--- config.mk ---
export PLATFORM = sky130hd
export DESIGN_NAME = ssd1306_frame_scheduler_flat
export DESIGN_NICKNAME = d
export VERILOG_FILES = /design/src/rtl/ssd1306_pkg.sv /design/src/rtl/ssd1306_frame_scheduler_if.sv /design/src/rtl/ssd1306_hdr_rom.sv /design/src/rtl/ssd1306_frame_scheduler.sv /design/src/flat_wrapper.sv
export SDC_FILE = /design/constraint.sdc
export NUM_CORES = 1
export LEC_CHECK = 0
export ABC_AREA = 1
export CAP_MARGIN = 20
export CELL_PAD_IN_SITES_DETAIL_PLACEMENT = 0
export CELL_PAD_IN_SITES_GLOBAL_PLACEMENT = 2
export CORE_MARGIN = 4
export CORE_UTILIZATION = 33
export CTS_CLUSTER_DIAMETER = 60
export DETAILED_ROUTE_END_ITERATION = 8
export DONT_BUFFER_PORTS = 1
export PLACE_DENSITY = 0.77
export SETUP_SLACK_MARGIN = 0.5
export SLEW_MARGIN = 10
export SYNTH_ARGS = -nofsm -noshare
export SYNTH_HDL_FRONTEND = slang
export SYNTH_SLANG_ARGS = --single-unit
--- constraint.sdc ---
create_clock -name clk -period 2 [get_ports clk]
set_input_delay 0.4 -clock clk [delete_from_list [all_inputs] [get_ports clk]]
set_output_delay 0.4 -clock clk [all_outputs]
set_load 0.02 [all_outputs]
--- src/rtl/ssd1306_pkg.sv ---
// Shared types and constants for the SSD1306 frame scheduler: FSM states,
// controller opcodes and header geometry.
package ssd1306_pkg;

    typedef enum logic [2:0] {
        S_IDLE,
        S_USER_CMD,
        S_HDR,
        S_FETCH,
        S_CAPTURE,
        S_SEND_DATA
    } state_t;

    localparam logic [7:0] CMD_SET_COL_ADDR  = 8'h21;
    localparam logic [7:0] CMD_SET_PAGE_ADDR = 8'h22;
    localparam logic [7:0] CMD_DISPLAY_OFF   = 8'hAE;
    localparam logic [7:0] CMD_DISPLAY_ON    = 8'hAF;
    localparam logic [7:0] CMD_SET_CONTRAST  = 8'h81;

    localparam int HDR_LEN   = 6;
    localparam int HDR_IDX_W = 3;

endpackage

--- src/rtl/ssd1306_frame_scheduler_if.sv ---
// Signal bundle between the frame scheduler and its surroundings:
// refresh/command requesters, framebuffer read port and SPI byte engine.
interface ssd1306_frame_scheduler_if #(
    parameter int FB_AW = 10
);
    logic             refresh_req;
    logic             cmd_req;
    logic [7:0]       cmd_byte;
    logic             cmd_ack;
    logic [FB_AW-1:0] fb_addr;
    logic [7:0]       fb_data;
    logic             tx_valid;
    logic [7:0]       tx_byte;
    logic             tx_dc;
    logic             tx_ready;
    logic             busy;
    logic             frame_done;

    modport master (
        input  refresh_req, cmd_req, cmd_byte, fb_data, tx_ready,
        output cmd_ack, fb_addr, tx_valid, tx_byte, tx_dc, busy, frame_done
    );

    modport slave (
        output refresh_req, cmd_req, cmd_byte, fb_data, tx_ready,
        input  cmd_ack, fb_addr, tx_valid, tx_byte, tx_dc, busy, frame_done
    );

endinterface

--- src/rtl/ssd1306_hdr_rom.sv ---
// Address-window header sent ahead of every frame: full column range, then
// full page range, sized by the panel geometry.
module ssd1306_hdr_rom
    import ssd1306_pkg::*;
#(
    parameter int COLS  = 128,
    parameter int PAGES = 8
) (
    input  logic [HDR_IDX_W-1:0] idx,
    output logic [7:0]           hdr_byte
);

    always_comb begin
        hdr_byte = 8'h00;
        case (idx)
            3'd0:    hdr_byte = CMD_SET_COL_ADDR;
            3'd1:    hdr_byte = 8'h00;
            3'd2:    hdr_byte = 8'(COLS - 1);
            3'd3:    hdr_byte = CMD_SET_PAGE_ADDR;
            3'd4:    hdr_byte = 8'h00;
            3'd5:    hdr_byte = 8'(PAGES - 1);
            default: hdr_byte = 8'h00;
        endcase
    end

endmodule

--- src/rtl/ssd1306_frame_scheduler.sv ---
// Streams full SSD1306 frames (header + framebuffer) and one-off command
// bytes onto a shared SPI byte transmitter; commands never interrupt a frame.
module ssd1306_frame_scheduler
    import ssd1306_pkg::*;
#(
    parameter int COLS  = 128,
    parameter int PAGES = 8,
    parameter int FB_AW = $clog2(COLS * PAGES)
) (
    input  logic                       clk,
    input  logic                       rst_n,
    ssd1306_frame_scheduler_if.master  bus
);

    localparam logic [FB_AW-1:0]     LAST_ADDR = FB_AW'(COLS * PAGES - 1);
    localparam logic [HDR_IDX_W-1:0] HDR_LAST  = HDR_IDX_W'(HDR_LEN - 1);

    state_t               state;
    logic                 pending;
    logic [HDR_IDX_W-1:0] hdr_idx;
    logic [HDR_IDX_W-1:0] rom_idx;
    logic [7:0]           rom_byte;
    logic                 xfer;

    assign xfer = bus.tx_valid && bus.tx_ready;

    // The ROM looks one entry ahead so the next header byte is ready to
    // register on the transfer of the current one.
    assign rom_idx = (state == S_HDR) ? hdr_idx + HDR_IDX_W'(1) : '0;

    ssd1306_hdr_rom #(
        .COLS  (COLS),
        .PAGES (PAGES)
    ) u_hdr_rom (
        .idx      (rom_idx),
        .hdr_byte (rom_byte)
    );

    always_ff @(posedge clk) begin
        if (!rst_n) begin
            state          <= S_IDLE;
            pending        <= 1'b0;
            hdr_idx        <= '0;
            bus.tx_valid   <= 1'b0;
            bus.tx_byte    <= 8'h00;
            bus.tx_dc      <= 1'b0;
            bus.fb_addr    <= '0;
            bus.busy       <= 1'b0;
            bus.frame_done <= 1'b0;
            bus.cmd_ack    <= 1'b0;
        end else begin
            bus.cmd_ack    <= 1'b0;
            bus.frame_done <= 1'b0;

            case (state)
                S_IDLE: begin
                    // Skip the cycle the ack is visible so a requester still
                    // holding cmd_req is not served twice.
                    if (!bus.cmd_ack) begin
                        if (bus.cmd_req) begin
                            state        <= S_USER_CMD;
                            bus.busy     <= 1'b1;
                            bus.tx_valid <= 1'b1;
                            bus.tx_dc    <= 1'b0;
                            bus.tx_byte  <= bus.cmd_byte;
                        end else if (pending) begin
                            state        <= S_HDR;
                            bus.busy     <= 1'b1;
                            pending      <= 1'b0;
                            hdr_idx      <= '0;
                            bus.tx_valid <= 1'b1;
                            bus.tx_dc    <= 1'b0;
                            bus.tx_byte  <= rom_byte;
                        end
                    end
                end

                S_USER_CMD: begin
                    if (xfer) begin
                        state        <= S_IDLE;
                        bus.busy     <= 1'b0;
                        bus.tx_valid <= 1'b0;
                        bus.cmd_ack  <= 1'b1;
                    end
                end

                S_HDR: begin
                    if (xfer) begin
                        if (hdr_idx == HDR_LAST) begin
                            state        <= S_FETCH;
                            bus.tx_valid <= 1'b0;
                            bus.fb_addr  <= '0;
                        end else begin
                            hdr_idx     <= hdr_idx + HDR_IDX_W'(1);
                            bus.tx_byte <= rom_byte;
                        end
                    end
                end

                S_FETCH: begin
                    state <= S_CAPTURE;
                end

                S_CAPTURE: begin
                    state        <= S_SEND_DATA;
                    bus.tx_byte  <= bus.fb_data;
                    bus.tx_dc    <= 1'b1;
                    bus.tx_valid <= 1'b1;
                end

                S_SEND_DATA: begin
                    if (xfer) begin
                        bus.tx_valid <= 1'b0;
                        if (bus.fb_addr == LAST_ADDR) begin
                            state          <= S_IDLE;
                            bus.busy       <= 1'b0;
                            bus.frame_done <= 1'b1;
                        end else begin
                            state       <= S_FETCH;
                            bus.fb_addr <= bus.fb_addr + FB_AW'(1);
                        end
                    end
                end

                default: begin
                    state        <= S_IDLE;
                    bus.busy     <= 1'b0;
                    bus.tx_valid <= 1'b0;
                end
            endcase

            // Last assignment wins, so a pulse coinciding with the clear re-arms it.
            if (bus.refresh_req) begin
                pending <= 1'b1;
            end
        end
    end

endmodule

--- src/flat_wrapper.sv ---
// flat-port wrapper written by rule: the top's interface ports become plain ports
module ssd1306_frame_scheduler_flat import ssd1306_pkg::*;
#(
    parameter int COLS  = 128,
    parameter int PAGES = 8,
    parameter int FB_AW = $clog2(COLS * PAGES)
)
  (clk, rst_n, bus_refresh_req, bus_cmd_req, bus_cmd_byte, bus_fb_data, bus_tx_ready, bus_cmd_ack, bus_fb_addr, bus_tx_valid, bus_tx_byte, bus_tx_dc, bus_busy, bus_frame_done);
  ssd1306_frame_scheduler_if #(.FB_AW(FB_AW)) bus_i ();
  input  logic clk;
  input  logic rst_n;
  input wire logic [$bits(bus_i.refresh_req)-1:0] bus_refresh_req;
  input wire logic [$bits(bus_i.cmd_req)-1:0] bus_cmd_req;
  input wire logic [$bits(bus_i.cmd_byte)-1:0] bus_cmd_byte;
  input wire logic [$bits(bus_i.fb_data)-1:0] bus_fb_data;
  input wire logic [$bits(bus_i.tx_ready)-1:0] bus_tx_ready;
  output wire logic [$bits(bus_i.cmd_ack)-1:0] bus_cmd_ack;
  output wire logic [$bits(bus_i.fb_addr)-1:0] bus_fb_addr;
  output wire logic [$bits(bus_i.tx_valid)-1:0] bus_tx_valid;
  output wire logic [$bits(bus_i.tx_byte)-1:0] bus_tx_byte;
  output wire logic [$bits(bus_i.tx_dc)-1:0] bus_tx_dc;
  output wire logic [$bits(bus_i.busy)-1:0] bus_busy;
  output wire logic [$bits(bus_i.frame_done)-1:0] bus_frame_done;
  assign bus_i.refresh_req = bus_refresh_req;
  assign bus_i.cmd_req = bus_cmd_req;
  assign bus_i.cmd_byte = bus_cmd_byte;
  assign bus_i.fb_data = bus_fb_data;
  assign bus_i.tx_ready = bus_tx_ready;
  assign bus_cmd_ack = bus_i.cmd_ack;
  assign bus_fb_addr = bus_i.fb_addr;
  assign bus_tx_valid = bus_i.tx_valid;
  assign bus_tx_byte = bus_i.tx_byte;
  assign bus_tx_dc = bus_i.tx_dc;
  assign bus_busy = bus_i.busy;
  assign bus_frame_done = bus_i.frame_done;
  ssd1306_frame_scheduler #(.COLS(COLS), .PAGES(PAGES), .FB_AW(FB_AW)) u_core (.clk(clk), .rst_n(rst_n), .bus(bus_i));
endmodule
Word level (Yosys, flattened, before mapping):

Index checks and enable logic that the tools add are counted.

* add/subtract/negate cells: 2
* $mul: 0
* divide/modulo/power cells: 0
* magnitude comparators: 0
* equality and inequality tests: 24
* shifts and indexed selects: 0
* multiplexer cells: 48
* bitwise logic cells: 2
* reductions and logical operators: 20

Operators with widths (count)
* two-way mux 10 bit: 4
* two-way mux 8 bit: 5
* two-way mux 3 bit: 13
* one-hot mux 7 bit (4 select lines): 1
* one-hot mux 8 bit (3 select lines): 1
* AND reduction 6 bit: 4
* one-hot mux 10 bit (2 select lines): 1
* one-hot mux 3 bit (6 select lines): 1
* two-way mux 1 bit: 17
* != test 2 bit, second input constant: 7
* == test 3 x 2 -> 1 bit, second input constant: 4
* == test 3 bit, second input constant: 4
* != test 2 x 1 -> 1 bit, second input constant: 6
* adder 10 x 1 -> 10 bit, second input constant: 1
* == test 10 bit, second input constant: 1
* AND reduction 5 bit: 2
* AND reduction 3 bit: 3
* nonzero test 2 bit: 4
* logical NOT 3 bit: 2
* one-hot mux 3 bit (2 select lines): 1
* one-hot mux 1 bit (5 select lines): 1
* one-hot mux 1 bit (4 select lines): 1
* adder 3 x 1 -> 3 bit, second input constant: 1
* == test 3 x 1 -> 1 bit, second input constant: 1
* other kinds (9): 10

* register bits after elaboration: 30
* bits in latches: 0
* bits in writable memories: 0
* ROM bits: 0
* input port bits: 21
* memories: 0

Logic depth before layout (Yosys ltp):

Gate-level depths: netlist (run 1).

* depth after elaboration: 8
* mapped depth: 11

Modules after synthesis:

Synthesis (run 1) repeated with hierarchy kept, for this count alone.

* cells, all modules: 307
* area total of the unflattened synthesis: 1890.6 sq um

By module, submodules not included
* ssd1306_frame_scheduler: instances 1, cells an instance 291, area an instance 1816.7 sq um, sequential area each 600.6 sq um
* ssd1306_hdr_rom: instances 1, cells an instance 16, area an instance 73.8 sq um, sequential area each 0.0 sq um

Worst setup path before layout (run 1):

No wires, ideal clock.

* path kind: register to register
* from: register u_core.bus.fb_addr[1]
* to: register u_core.bus.fb_addr[9]
* library setup time: 113 ps
* arrival: 1522 ps
* data required time: 1887 ps
* path slack: 365 ps
* cell stages (with the launch flop): 12
* buffers on the path: 1
* period minus slack after synthesis: 1635 ps
* cells stage by stage: dfxtp_1 > ha_1 > nand2_2 > nor2_4 > nand3_1 > nand2_1 > nand2_1 > buf_2 > nand3_2 > nand2_1 > nand2_1 > nor2_1

* cells in the longest elaborated chain, start to end: 4

Ends and longest elaborated chain
* start: declaration: RTL line ssd1306_frame_scheduler_if.sv:21 `output cmd_ack, fb_addr, tx_valid, tx_byte, tx_dc, busy, frame_done`
* start signal: assignment: RTL line ssd1306_frame_scheduler.sv:120 `bus.fb_addr <= bus.fb_addr + FB_AW'(1);`
* adder 10 x 1 -> 10 bit: RTL line ssd1306_frame_scheduler.sv:120
* two-way mux 10 bit: RTL line ssd1306_frame_scheduler.sv:114 `if (bus.fb_addr == LAST_ADDR) begin`
* two-way mux 10 bit: RTL line ssd1306_frame_scheduler.sv:112 `if (xfer) begin`
* one-hot mux 10 bit (2 select lines): RTL line ssd1306_frame_scheduler.sv:55 `case (state)`

Parallel ways exist; a longest one is shown, timed or not. The select of a mux whose other input is x is not followed.
A chain may end at the register's enable or synchronous reset.

Worst setup path after layout (run 1):

* from: register u_core.bus.fb_addr[0]
* to: register u_core.bus.fb_addr[7]

The elaborated chain is that of the path after synthesis.

==> reports/qor_table.md, run 1 <==
| Metric | This run | Unit |
|:---|:---|:---|
| Post-route cell area | 2650 | um2 |
| Compound-gate portion of the synthesized area | 0.118 | - |
| Max-Cap Viols | 0 | - |
| Worst slack at placement | 0.232 | ns |
| Initial core utilization | 0.343 | - |
| Fill cell instance count of the final layout | 614 | - |
| Min cycle time layout | 1.49 | ns |
| I/O pins | 44 | - |
| Post-Route Setup TNS | 0 | ns |
| Antenna diode count | 0 | - |
| Mapped Nets | 325 | - |
| Part of the Yosys area used for sequential elements | 0.314 | - |
| Final count of hold timing violations | 0 | - |
| Post-route clock skew | 0.00866 | ns |
| Number of antenna violations at the first check in global routing | 0 | - |
| Instance count of the mapped netlist | 301 | - |
| Status | finished, final reports clean | - |
| Number of vias in the routed layout | 2011 | - |
| Number of warnings reported in the yosys synthesis log | 0 | - |
| Worst ir drop on vdd | 0.000777 | V |
| Total wire length after detailed routing | 5710 | um |
| Largest net degree at the start of global routing | 18 | - |
| Cell variety after synth | 27 | - |
| DRC Markers | 0 | - |
| Post-synth top cells | sky130_fd_sc_hd__nand2_1 (86), sky130_fd_sc_hd__nor2_1 (40), sky130_fd_sc_hd__dfxtp_1 (30), sky130_fd_sc_hd__inv_1 (30), sky130_fd_sc_hd__nand3_1 (25) | - |
| Clock latency at the later pin of the worst-skew pair | 0.28 | ns |
| Mux share of post-synthesis cell area | 0 | - |
| Clock slew at reported path FFs | 0.07 | ns |
| Min setup slack post-route | 0.506 | ns |
| Number of core rows | 27 | - |
| Htree depth | 2 | - |
| Mapped Avg Cell Area | 6.36 | um2 |
| Final Total Pwr | 3.41 | mW |
| Area post-placement | 2050 | um2 |
| Maximum fanout encountered on the critical timing path | 5 | - |
| Multi-input gate area | 1330 | um2 |
| Area of the die | 7080 | um2 |
| Number of flops mapped to enable cells by yosys | 0 | - |
| Combined area of all synthesized cells | 1910 | um2 |
| Leading cell type by number of instances after synthesis | sky130_fd_sc_hd__nand2_1 | - |
| Synthesized flop and latch total | 30 | - |
| Register Area | 619 | um2 |
| Placer congestion estimate | 0.744 | - |
| Area of the placeable core | 5570 | um2 |
| Static leakage power | 1.14 | nW |
| Dominant cell type by area after synthesis | sky130_fd_sc_hd__dfxtp_1 | - |
| Smallest hold slack | 0.230 | ns |
| Clock Tree Root | sky130_fd_sc_hd__clkbuf_8 | - |
| Simple-gate area share of the yosys netlist | 0.434 | - |
| Worst Setup End Kind | register | - |
| Worst Min Path Start | rst_n | - |
| Share of the synthesized area in the top cell type | 0.314 | - |
| Final-report max-slew violation count | 0 | - |
| Ratio of cells with drive above 1 in the final layout | 0.349 | - |
| Nets@finish | 364 | - |
| Worst slew slack as a fraction of its limit | 0.609 | - |
| Adder and majority gate portion of the synthesized area | 0.0196 | - |
| Dominant combinational cell family by area after synthesis | simple AND/OR/NAND/NOR gates | - |
| Share of synthesized flip-flops with an asynchronous set or reset | 0 | - |
| Slew at the pin closest to its max-slew limit | 0.583 | ns |
| Pre-antenna DRT Iters | 4 | - |
| Vias in the first global route | 1882 | - |
| Req. time, crit path | 2.16 | ns |
| Startpoint types | register | - |
| Number of routed nets with antenna violations | 0 | - |
| Leading register cell type out of synthesis | sky130_fd_sc_hd__dfxtp_1 | - |
| # placed instances | 378 | - |
| Number of CTS-inserted buffers | 5 | - |
| Height of the die | 84.1 | um |
| Highest clock frequency the design can meet | 669 | MHz |
| Filler-free cell count of the finished design | 413 | - |
| Fraction of the cycle the final worst path needs | 0.747 | - |
| Critical path origin | u_core.bus.fb_addr[0]$_SDFFE_PN0P_ | - |
| Post-synthesis xor/xnor area fraction | 0.00916 | - |
| Port bufs | 0 | - |
| Start-to-end type of the worst setup path | reg2reg | - |
| Area added between synthesis and finish | 38.5 | % |
| Setup repair after global routing missed its margin | true | - |
| Global routing usage summed across all routing layers | 0.156 | - |
| Crit Reg-Reg Startpoint | u_core.bus.fb_addr[0]$_SDFFE_PN0P_ | - |
| Initial DRC count | 64 | - |
| Number of vias per cell after detailed routing | 4.87 | - |
| Overall die width | 84.1 | um |
| First-pass GRT wire length | 8890 | um |
| Min-delay worst type | in2reg | - |
| Setup violations, final | 0 | - |
| Final design utilization | 0.475 | - |
| # clock sinks | 30 | - |
| Sum of net half-perimeters after detailed placement | 3970 | um |
| Cells taking the most area after synthesis | sky130_fd_sc_hd__dfxtp_1 (31%), sky130_fd_sc_hd__nand2_1 (17%), sky130_fd_sc_hd__nor2_1 (7.8%) | - |
| Clock tree from TritonCTS | built | - |
| Data arrival time of the critical path | 1.65 | ns |
| Total overflow reported by the global router | 0 | - |
| Clock Tree Buf Depth | 2 | - |
| Post-DR wirelength/cell | 13.8 | um |
| Pwr/cell area | 1290 | nW/um2 |
final cells by class:
class,instances,share of cell area
Clock inverter,1,0.0113
Multi-Input combinational cell,227,0.501
Clock buffer,7,0.0288
Sequential cell,30,0.234
Inverter,39,0.0600
Timing Repair Buffer,37,0.131
Tap cell,72,0.0340
cells by family (layout without fill, tap and decap cells):
logic type	after synthesis	count (layout)
compound gates	41	41
buf+inv	46	84
xor+xnor	2	2
flops	30	30
fa+ha+maj	3	3
simple gates	179	181
sequential cells by signal, summed over array words and instances (netlist names):
register and cells:
u_core.bus.fb_addr 10, u_core.bus.tx_byte 8, u_core.bus.busy 1, u_core.bus.cmd_ack 1
u_core.bus.frame_done 1, u_core.bus.tx_valid 1, u_core.hdr_idx 3, u_core.bus.tx_dc 1
u_core.pending 1, u_core.state 3
path summary, 6_finish.rpt:
path                                              to  slack, ns  depth (start not counted)
hold reg to reg          u_core.pending$_SDFFE_PN0P_       0.48                          2
hold / removal    u_core.bus.tx_byte[4]$_SDFFE_PN0P_       0.23                          2
setup reg to reg  u_core.bus.fb_addr[7]$_SDFFE_PN0P_       0.51                          9
setup / recovery  u_core.bus.fb_addr[7]$_SDFFE_PN0P_       0.51                          9
where the power goes:
| part | internal, mW | total, mW | switching [mW] |
|---|---|---|---|
| logic | 0.852 | 1.85 | 1.00 |
| registers | 0.733 | 0.959 | 0.226 |
| clock network | 0.372 | 0.599 | 0.226 |
| total | 1.96 | 3.41 | 1.45 |
worst max-delay path, stage by stage (launching register included):
cell	delay, ns
sky130_fd_sc_hd__dfxtp_4	0.42
sky130_fd_sc_hd__ha_4	0.17
sky130_fd_sc_hd__nand2_4	0.06
sky130_fd_sc_hd__nor2_4	0.11
sky130_fd_sc_hd__nand3_2	0.11
sky130_fd_sc_hd__nand2_2	0.11
sky130_fd_sc_hd__nand2_4	0.10
sky130_fd_sc_hd__buf_4	0.15
sky130_fd_sc_hd__nand3_1	0.09
sky130_fd_sc_hd__a21oi_2	0.05
layer usage:
layer / part of all wire / GRT usage
met1: 0.41 / 0.179
met5: 0 / 0
met2: 0.52 / 0.279
met3: 0.057 / 0.0442
met4: 0.015 / 0.0482
timing repair:
| item | 4_1_cts | 5_1_grt |
|---|---|---|
| cloned | 1 | 2 |
| endpoints found under the setup margin | 24 | 24 |
| pin swaps | 10 | 21 |
| gates resized for setup | 26 | 40 |
| hold buffers | 0 | 0 |
| setup buffers | 14 | 10 |
placed cells by master, fill, tap and decap left out, drive strengths merged:
master  netlist  layout
clkbuf        2       7
nor2         47      48
buf           5      37
nand4         6       6
o21ai        13      13
a21oi        27      27
dfxtp        30      30
nand3        30      31
ha            3       3
nor3          4       4
bufinv        0       1
clkinv        1       1
o211ai        1       1
inv          38      38
xor2          2       2
nand2        92      92
(Power assumes the default switching activity.)
==> run 2, diff against run 1 <==
--- a/config.mk
+++ b/config.mk
@@ -10,11 +10,11 @@
 export CELL_PAD_IN_SITES_DETAIL_PLACEMENT = 0
 export CELL_PAD_IN_SITES_GLOBAL_PLACEMENT = 2
 export CORE_MARGIN = 4
-export CORE_UTILIZATION = 33
+export CORE_UTILIZATION = 30
 export CTS_CLUSTER_DIAMETER = 60
 export DETAILED_ROUTE_END_ITERATION = 8
 export DONT_BUFFER_PORTS = 1
-export PLACE_DENSITY = 0.77
+export PLACE_DENSITY = 0.73
 export SETUP_SLACK_MARGIN = 0.5
 export SLEW_MARGIN = 10
 export SYNTH_ARGS = -nofsm -noshare
==> constraint.sdc (replaced) <==
create_clock -name clk -period 1.3 [get_ports clk]
set_input_delay 0.26 -clock clk [delete_from_list [all_inputs] [get_ports clk]]
set_output_delay 0.26 -clock clk [all_outputs]
set_load 0.02 [all_outputs]
==> reports/qor_table.md, run 2 (same netlist as run 1, synthesis figures left out) <==
| Metric | This run | Unit | Delta |
|:---|:---|:---|:---|
| Worst slew slack as a fraction of its limit | 0.861 | - | +0.253 |
| Slew at the pin closest to its max-slew limit | 0.207 | ns | -0.376 ns |
| Pre-antenna DRT Iters | 4 | - | unchanged |
| Largest net degree at the start of global routing | 15 | - | -3 |
| Area of the die | 7720 | um2 | +9.0% |
| Port bufs | 0 | - | unchanged |
| Register ranked first by flip-flop count | u_core.bus.fb_addr | - |  |
| Ratio of cells with drive above 1 in the final layout | 0.566 | - | +0.217 |
| Setup repair after global routing missed its margin | true | - |  |
| Worst Min Path Start | rst_n | - |  |
| Pwr/cell area | 1760 | nW/um2 | +37% |
| Maximum fanout encountered on the critical timing path | 5 | - | unchanged |
| Failing checks | setup timing | - |  |
| Final count of hold timing violations | 0 | - | unchanged |
| Min-delay worst type | in2reg | - |  |
| Post-route clock skew | 0.00868 | ns | +0.0000245 ns |
| Overall die width | 87.9 | um | +4.4% |
| Data arrival time of the critical path | 1.58 | ns | -0.07 ns |
| Vias in the first global route | 2225 | - | +18% |
| DRC Markers | 0 | - | unchanged |
| Filler-free cell count of the finished design | 460 | - | +11% |
| Setup violations, final | 24 | - | +24 |
| Critical path origin | u_core.state[0]$_SDFFE_PN0P_ | - |  |
| Worst ir drop on vdd | 0.00118 | V | +52% |
| Clock tree from TritonCTS | built | - |  |
| Highest-count cells in the layout ignoring fill and taps | sky130_fd_sc_hd__nand2_1 (62), sky130_fd_sc_hd__buf_4 (51), sky130_fd_sc_hd__buf_6 (28) | - |  |
| Nets@finish | 408 | - | +12% |
| Number of routed nets with antenna violations | 0 | - | unchanged |
| Total wire length after detailed routing | 6080 | um | +6.5% |
| Cts hold-fix bufs | 0 | - | unchanged |
| Number of CTS-inserted buffers | 5 | - | unchanged |
| Number of core rows | 28 | - | +3.7% |
| Htree depth | 2 | - | unchanged |
| Initial core utilization | 0.316 | - | -0.0276 |
| Final-report max-slew violation count | 0 | - | unchanged |
| Post-route cell area | 3270 | um2 | +23% |
| Fill cell instance count of the final layout | 604 | - | -1.6% |
| Most common cell after layout, fill and taps aside | sky130_fd_sc_hd__nand2_1 | - |  |
| Startpoint types | register | - |  |
| Placer congestion estimate | 0.823 | - | +11% |
| Clock slew at reported path FFs | 0.07 | ns | about the same |
| Post-DR wirelength/cell | 13.2 | um | -4.4% |
| Final Total Pwr | 5.76 | mW | +69% |
| Number of antenna violations at the first check in global routing | 0 | - | unchanged |
| Sum of net half-perimeters after detailed placement | 4480 | um | +13% |
| Area of the placeable core | 6060 | um2 | +8.7% |
| Req. time, crit path | 1.48 | ns | -0.68 ns |
| Static leakage power | 1.45 | nW | +27% |
| Clock Tree Root | sky130_fd_sc_hd__clkbuf_8 | - |  |
| Area post-placement | 2570 | um2 | +26% |
| Min setup slack post-route | -0.0954 | ns | -0.601 ns |
| Flip-flop count of the largest register after layout | 10 | - | unchanged |
| Number of vias per cell after detailed routing | 4.69 | - | -3.7% |
| Height of the die | 87.9 | um | +4.4% |
| # placed instances | 436 | - | +15% |
| Number of vias in the routed layout | 2158 | - | +7.3% |
| Highest clock frequency the design can meet | 717 | MHz | +7.1% |
| I/O pins | 44 | - | unchanged |
| Largest registers in the final layout | u_core.bus.fb_addr: 10 flops, u_core.bus.tx_byte: 8 flops | - |  |
| Clock latency at the later pin of the worst-skew pair | 0.29 | ns | about the same |
| Antenna diode count | 0 | - | unchanged |
| Area added between synthesis and finish | 70.8 | % |  |
| Max-Cap Viols | 0 | - | unchanged |
| Worst Setup End Kind | register | - |  |
| Start-to-end type of the worst setup path | reg2reg | - |  |
| Crit Reg-Reg Startpoint | u_core.state[0]$_SDFFE_PN0P_ | - |  |
| Clock Tree Buf Depth | 2 | - | unchanged |
| Min cycle time layout | 1.40 | ns | -0.0990 ns |
| First-pass GRT wire length | 10000 | um | +13% |
| Fraction of the cycle the final worst path needs | 1.07 | - | +0.326 |
| Total overflow reported by the global router | 0 | - | unchanged |
| Global routing usage summed across all routing layers | 0.167 | - | +0.0114 |
| Status | finished with violations | - |  |
| Initial DRC count | 43 | - | -33% |
| # clock sinks | 30 | - | unchanged |
## run 2: changes by cell type in the layout (fill, tap and decap cells not counted), moves of 9 or more
| cell | delta |
|---|---|
| sky130_fd_sc_hd__buf_6 | +27 |
| sky130_fd_sc_hd__nand2_2 | +9 |
| sky130_fd_sc_hd__nor2_1 | -9 |
| sky130_fd_sc_hd__buf_4 | +20 |
| sky130_fd_sc_hd__dfxtp_1 | -21 |
| sky130_fd_sc_hd__dfxtp_4 | +16 |
| sky130_fd_sc_hd__nand2_1 | -15 |
## run 2: per-stage QoR
| stage | setup slack [ns] | utilization | hold slack [ns] | TNS, ns |
|---|---|---|---|---|
| 6_report | -0.0954 | 0.539 | 0.0721 | -1.61 |
| 5_1_grt | -0.184 | 0.539 | 0.0563 | -3.89 |
| 4_1_cts | -0.0758 | 0.497 | 0.0636 | -1.41 |
| 3_5_place_dp | -0.205 | 0.425 | 0.378 | -2.86 |
| 3_3_place_gp | -0.184 | 0.425 | 0.378 | -2.72 |
| 2_1_floorplan | -0.110 | - | 0.394 | -0.692 |
## run 2: worst paths after layout
| check | endpoint | slack, ns | cells past startpoint |
|---|---|---|---|
| min reg2reg | u_core.pending$_SDFFE_PN0P_ | 0.47 | 2 |
| min | u_core.bus.tx_byte[0]$_SDFFE_PN0P_ | 0.07 | 2 |
| max reg2reg | u_core.bus.tx_byte[5]$_SDFFE_PN0P_ | -0.1 | 10 |
| max | u_core.bus.tx_byte[5]$_SDFFE_PN0P_ | -0.1 | 10 |
## run 2: repair_timing
item / CTS / global route
setup endpoints to repair: 53 / 53
resized for setup: 86 / 59
pin swaps: 31 / 25
setup buffers: 9 / 6
gates cloned: 1 / 0
## run 2: worst max-delay path, stage by stage, from the launching register on
cell	delay, ns
sky130_fd_sc_hd__dfxtp_4	0.38
sky130_fd_sc_hd__nor2_4	0.14
sky130_fd_sc_hd__nand2_2	0.08
sky130_fd_sc_hd__inv_2	0.08
sky130_fd_sc_hd__nand2_4	0.07
sky130_fd_sc_hd__nand2_4	0.08
sky130_fd_sc_hd__nor2_4	0.05
sky130_fd_sc_hd__buf_12	0.13
sky130_fd_sc_hd__buf_8	0.12
sky130_fd_sc_hd__o21ai_1	0.11
sky130_fd_sc_hd__nor2_1	0.05
## run 2: routing by layer
metal	wire, um	vias up	global-route usage
li1	-	1137	-
met1	2540	959	0.189
met2	3050	49	0.296
met3	333	13	0.0395
met4	157	0	0.0767
met5	0	-	0
## run 2: layout make-up
class,instances,area (um2),share of cell area
multi-input combinational,226,1490,0.457
timing repair buffer,82,753,0.231
sequential,30,686,0.210
inverter,39,159,0.0486
tap,75,93.8,0.0287
clock buffer,6,72.6,0.0222
clock inverter,2,8.76,0.00268
## run 2: power by group
| part | total [mW] | switching (mW) | internal (mW) |
|---|---|---|---|
| logic | 3.47 | 1.75 | 1.72 |
| registers | 1.56 | 0.350 | 1.21 |
| clock network | 0.724 | 0.357 | 0.367 |
